### src/rtl/tick_timer_bank.sv
// Bank of independent programmable tick timers with periodic/one-shot modes,
// per-channel pause, and registered 50%-duty square outputs.
module tick_timer_bank #(
   parameter int unsigned N_CH           = 4,
   parameter int unsigned MAX_PERIOD     = 27000000,
   parameter int unsigned DEFAULT_PERIOD = 13500000,
   localparam int unsigned CW            = $clog2(MAX_PERIOD + 1),
   localparam int unsigned LW            = (N_CH > 1) ? $clog2(N_CH) : 1
) (
   input  logic            clk,
   input  logic            rst,
   input  logic [N_CH-1:0] en,
   input  logic [N_CH-1:0] oneshot,
   input  logic            load_valid,
   input  logic [LW-1:0]   load_ch,
   input  logic [CW-1:0]   load_period,
   output logic [N_CH-1:0] tick,
   output logic [N_CH-1:0] square,
   output logic [N_CH-1:0] active
);

   logic [CW-1:0]   cnt    [N_CH];
   logic [CW-1:0]   period [N_CH];
   logic [N_CH-1:0] armed;
   logic [N_CH-1:0] en_q;
   logic [N_CH-1:0] rearm;
   logic [CW-1:0]   load_sat;

   // Port width may exceed MAX_PERIOD when it is not 2**CW-1, hence the clamp.
   assign load_sat = (load_period > CW'(MAX_PERIOD)) ? CW'(MAX_PERIOD) : load_period;
   assign active   = en & (~oneshot | armed);
   // Only one-shot channels restart on an enable edge; periodic ones resume.
   assign rearm    = en & ~en_q & oneshot;

   always_ff @(posedge clk) begin
      if (rst) begin
         for (int i = 0; i < N_CH; i++) begin
            cnt[i]    <= '0;
            period[i] <= CW'(DEFAULT_PERIOD);
         end
         armed  <= '1;
         en_q   <= '0;
         tick   <= '0;
         square <= '0;
      end else begin
         en_q <= en;
         for (int i = 0; i < N_CH; i++) begin
            if (load_valid && (load_ch == LW'(i))) begin
               period[i] <= load_sat;
               cnt[i]    <= '0;
               armed[i]  <= 1'b1;
               tick[i]   <= 1'b0;
            end else if (rearm[i]) begin
               cnt[i]   <= '0;
               armed[i] <= 1'b1;
               tick[i]  <= 1'b0;
            end else if (active[i] && (cnt[i] == period[i])) begin
               cnt[i]    <= '0;
               tick[i]   <= 1'b1;
               square[i] <= ~square[i];
               armed[i]  <= ~oneshot[i];
            end else if (active[i]) begin
               cnt[i]   <= cnt[i] + CW'(1);
               tick[i]  <= 1'b0;
               armed[i] <= armed[i] | ~oneshot[i];
            end else begin
               tick[i]  <= 1'b0;
               armed[i] <= armed[i] | ~oneshot[i];
            end
         end
      end
   end

endmodule
### config.mk
export PLATFORM = sky130hd
export DESIGN_NAME = tick_timer_bank
export DESIGN_NICKNAME = d
export VERILOG_FILES = /design/src/rtl/tick_timer_bank.sv
export SDC_FILE = /design/constraint.sdc
export NUM_CORES = 1
export LEC_CHECK = 0
export CORE_UTILIZATION = 34
export CTS_CLUSTER_SIZE = 28
export DETAILED_ROUTE_END_ITERATION = 12
export HOLD_SLACK_MARGIN = 0.08
export PLACE_DENSITY = 0.58
export SLEW_MARGIN = 20
export SYNTH_ARGS = -nofsm -noshare
export SYNTH_HDL_FRONTEND = slang
export SYNTH_SLANG_ARGS = --single-unit
export TNS_END_PERCENT = 5
### constraint.sdc
create_clock -name clk -period 6.75 [get_ports clk]
set_input_delay 1.35 -clock clk [delete_from_list [all_inputs] [get_ports clk]]
set_output_delay 1.35 -clock clk [all_outputs]
set_load 0.005 [all_outputs]
# Word level (Yosys, flattened, before mapping)
# Memory sizes are Yosys's and may differ from the RTL's.
# Cells that the tools add are included.
# word_totals
mem_bits_rw	200
word_cells	186
regBits	16
mem_count	2
input_bits	38
output_inout_bits	12
# classes
addsub	4
eq_ne	7
mux	99
n_lt_le_gt_ge	1
n_bitwise	46
n_reduce_logical	17
# mem_list
name	depth	width	rd	rd_ports_with_merged_regs	wr	line_no	text
cnt	4	25	4	0	4	22	logic [CW-1:0] cnt [N_CH];
period	4	25	4	0	4	23	logic [CW-1:0] period [N_CH];
# ops
cell	count
$mux W25	21
$add A25 B1 Y25 const B	4
$eq A25 B25 Y1	4
$mux W1	78
$gt A25 B25 Y1 const B	1
$or A1 B1 Y1	24
$not A1 Y1	16
$and A4 B4 Y4	3
$reduce_and A3 Y1	4
$reduce_or A3 Y1	4
$logic_and A1 B1 Y1	8
$not A4 Y4	2
$eq A2 B2 Y1 const B	2
$or A4 B4 Y4	1
$eq A2 B1 Y1 const B	1
$logic_not A2 Y1	1

# Depth between registers and ports, before layout
# depth
ltp_word	11
ltp_mapped	7
depth_no_buf	6

# Worst setup path after synthesis
# OpenSTA, ideal clock, no wires.
# synth_timing
kind	input to register
start	in rst
end	mem cnt[3][0] (netlist bit), enable pin
slack_ns	3.521
setup_ns	0.361
stages	3
t_arrival_ns	2.867
cell_sequence	clkbuf_1 nand2b_1 or2_2
# synth_rtl
item	line_no	text
start, declared	11	input logic rst,
end, declared	22	

# Final worst setup path
# layout_timing
start	in oneshot[1]
end	out active[1]
# layout_between
elab_chain_len	3
# layout_lines
item	line_no	text
start, declared	13	input logic [N_CH-1:0] oneshot,
$not A4 Y4	31	assign active = en & (~oneshot | armed);
$or A4 B4 Y4	31	
$and A4 B4 Y4	31	
end, declared	19	output logic [N_CH-1:0] active
# No other way between the ends.

==> impl_metrics.env <==
export IMPL_synth_cells=950
export IMPL_cap_violations=0
export IMPL_status="completed"
export IMPL_vdd_ir_drop_max_mv=0.1634
export IMPL_yosys_top_cells_area="edfxtp_1 (55%), xor2_1 (12%), nor2_1 (5.0%)"
export IMPL_drtAntennaViolNets=0
export IMPL_hold_buffers=0
export IMPL_post_drt_wl_per_cell_um=17.94
export IMPL_htreeDepth=1
export IMPL_postCtsSetupBuffers=0
export IMPL_hold_violations=0
export IMPL_clock_latency_ns=0.53
export IMPL_p_seq_frac=0.514
export IMPL_setup_violations=0
export IMPL_cp_max_fo=3
export IMPL_cts_sinks=216
export IMPL_fin_skew_ns=0.01175
export IMPL_dpl_cell_count=1376
export IMPL_worstHoldPathType="flop to flop"
export IMPL_antenna_found_initial=0
export IMPL_worst_slew_margin_rel=0.3017
export IMPL_diodes=0
export IMPL_drive_gt1_frac=0.06078
export IMPL_cp_start_kind="input port"
export IMPL_ys_seq_area_frac=0.5813
export IMPL_via_per_inst=5.055
export IMPL_clk_pin_slew_ns=0.06
export IMPL_leakage_nw=4.460
export IMPL_whs_ns=0.4833
export IMPL_max_slew_worst_pin_slew_ns=1.047
export IMPL_worst_path_max_delay_cell="clkdlybuf4s50_1"
export IMPL_grt_usage=0.1586
export IMPL_fp_dieW_um=180.9
export IMPL_syn_area_um2=10880
export IMPL_intPower_w=0.002440
export IMPL_dp_hpwl_um=17620
export IMPL_path_cells="clkdlybuf4s50_1 -> inv_1 -> o21ai_0 -> inv_1 -> clkdlybuf4s50_1"
export IMPL_ys_warn_count=0
export IMPL_syn2layout_area_growth_pct=15.66
export IMPL_synth_edf_count=200
export IMPL_grt_pass1_vias=6966
export IMPL_power_switching_w=0.0007643
export IMPL_yosysTopAreaCellShare=0.5519
export IMPL_cts_resized=0
export IMPL_ys_types=46
export IMPL_io_buffers=49
export IMPL_fmax_ghz=0.2366
export IMPL_synth_seq_cells=216
export IMPL_async_flop_share=0
export IMPL_switching_share=0.2385
export IMPL_tns_ns=0
export IMPL_mostFrequentLayoutCells="edfxtp_1 (200), xor2_1 (150), nor2_1 (144)"
export IMPL_vias=7188
export IMPL_power_share_clock=0.413
export IMPL_arrival_ns=2.88
export IMPL_rows=65
export IMPL_path_class="input port to output port"
export IMPL_routed_wl_um=25510
export IMPL_slew_violations=0
export IMPL_syn_avg_cell_area_um2=11.46
export IMPL_synth_top_flop_cell="edfxtp_1"
export IMPL_seqCellArea_um2=6326
export IMPL_worst_setup_path_end_kind="output port"
export IMPL_cts_root_buf="clkbuf_16"
export IMPL_clock_path_buffers=3
export IMPL_core_um2=31560
export IMPL_comb_power_share=0.073
export IMPL_layout_min_cycle_time_ns=4.226
export IMPL_initial_utilization=0.3449
export IMPL_cpPeakStageDelay_ns=0.48
export IMPL_p_per_area_nw_per_um2=254.6
export IMPL_synth_area_leader_cell="edfxtp_1"
export IMPL_syn_nets=992
export IMPL_gp_congestion=0.7876
export IMPL_cp_required_ns=5.40
export IMPL_rsz0062_at_grt="false"
export IMPL_fp_dieH_um=180.9
export IMPL_first_pass_iters=5
export IMPL_die_area_um2=32730
export IMPL_post_route_period_util=0.6261
export IMPL_final_common_cell="edfxtp_1"
export IMPL_multi_input_area_um2=4383
export IMPL_grt_pass1_wl_um=40340
export IMPL_io_pins=50
export IMPL_dr_first_iter_drc_count=534
export IMPL_cts_tree="done"
export IMPL_layout_cells_non_filler=1422
export IMPL_n_fill_cell=3042
export IMPL_finalNetCount=1043
export IMPL_numCtsBuffers=25
export IMPL_overflow=0
export IMPL_grt_start_max_net_pins=41
export IMPL_drc=0
## state kept, by name (all words and copies together), names as in the netlist
register  count
square        4
period      100
en_q          4
tick          4
cnt         100
armed         4
## metal layers
metal | vias up | track usage | wire length [um]
met5 | - | 0 | 0
met4 | 0 | 0.04068 | 603
met3 | 46 | 0.02117 | 1117
met2 | 152 | 0.2500 | 11590
met1 | 3505 | 0.2293 | 12200
li1 | 3485 | - | -
## power by group through the flow
| stage | registers [W] | clock network (W) | logic (W) |
|---|---|---|---|
| after global routing | 0.00166 | 0.00140 | 0.000260 |
| after detailed placement | 0.00167 | 0 | 0.000234 |
| after CTS | 0.00165 | 0.00135 | 0.000235 |
| final | 0.00165 | 0.00132 | 0.000235 |
| after floorplan | 0.00164 | 0 | 0.000160 |
| after global placement | 0.00167 | 0 | 0.000230 |
## synth_stat cells, drive strengths merged, types with 16 or more instances
master	instances
and3	42
buf	18
dfxtp	16
edfxtp	200
inv	20
nand2	49
nand3	47
nand4	35
nor2	144
nor3	22
nor4	23
or2	41
xnor2	42
xor2	150
## through the flow
step,setup WS [ns],instance area (um2),utilization,power [W]
6_report,2.524,12590,0.3989,0.003204
5_1_grt,2.436,12590,0.3989,0.003320
4_1_cts,2.596,12560,0.3979,0.003236
3_5_place_dp,2.536,11760,0.3728,0.001908
3_3_place_gp,2.539,11760,0.3728,0.001904
2_1_floorplan,3.521,10880,-,0.001799
## cell families after synthesis
logic type,count (synthesis),share of synthesized area
simple gates,446,0.2110
flops,216,0.5813
xor+xnor,192,0.1545
buf+inv,47,0.01874
compound gates,44,0.02886
fa+ha+maj,4,0.004599
mux,1,0.001035
## area by class of cell
cell class,count,area share
inverter,20,0.005964
clock inverter,11,0.008847
clock buffer,35,0.05427
sequential,216,0.5026
multi-input combinational,687,0.3482
tap,402,0.03996
timing repair buffer,51,0.04016
## path summary, 6_finish.rpt
path | from | end | slack [ns] | depth (start not counted)
setup reg to reg | cnt[3][12]$_SDFFCE_PN0P_ | cnt[3][10]$_SDFFCE_PN0P_ | 3.88 | 5
hold / removal | square[2]$_SDFFE_PP0P_ | square[2]$_SDFFE_PP0P_ | 0.48 | 2
hold reg to reg | square[2]$_SDFFE_PP0P_ | square[2]$_SDFFE_PP0P_ | 0.48 | 2
setup / recovery | oneshot[1] | active[1] | 2.52 | 5
## critical path, delay by kind of cell
kind / cells / cell delay (ns)
buf+inv: 4 / 1.19
compound gates: 1 / 0.33
(Power assumes the default switching activity.)
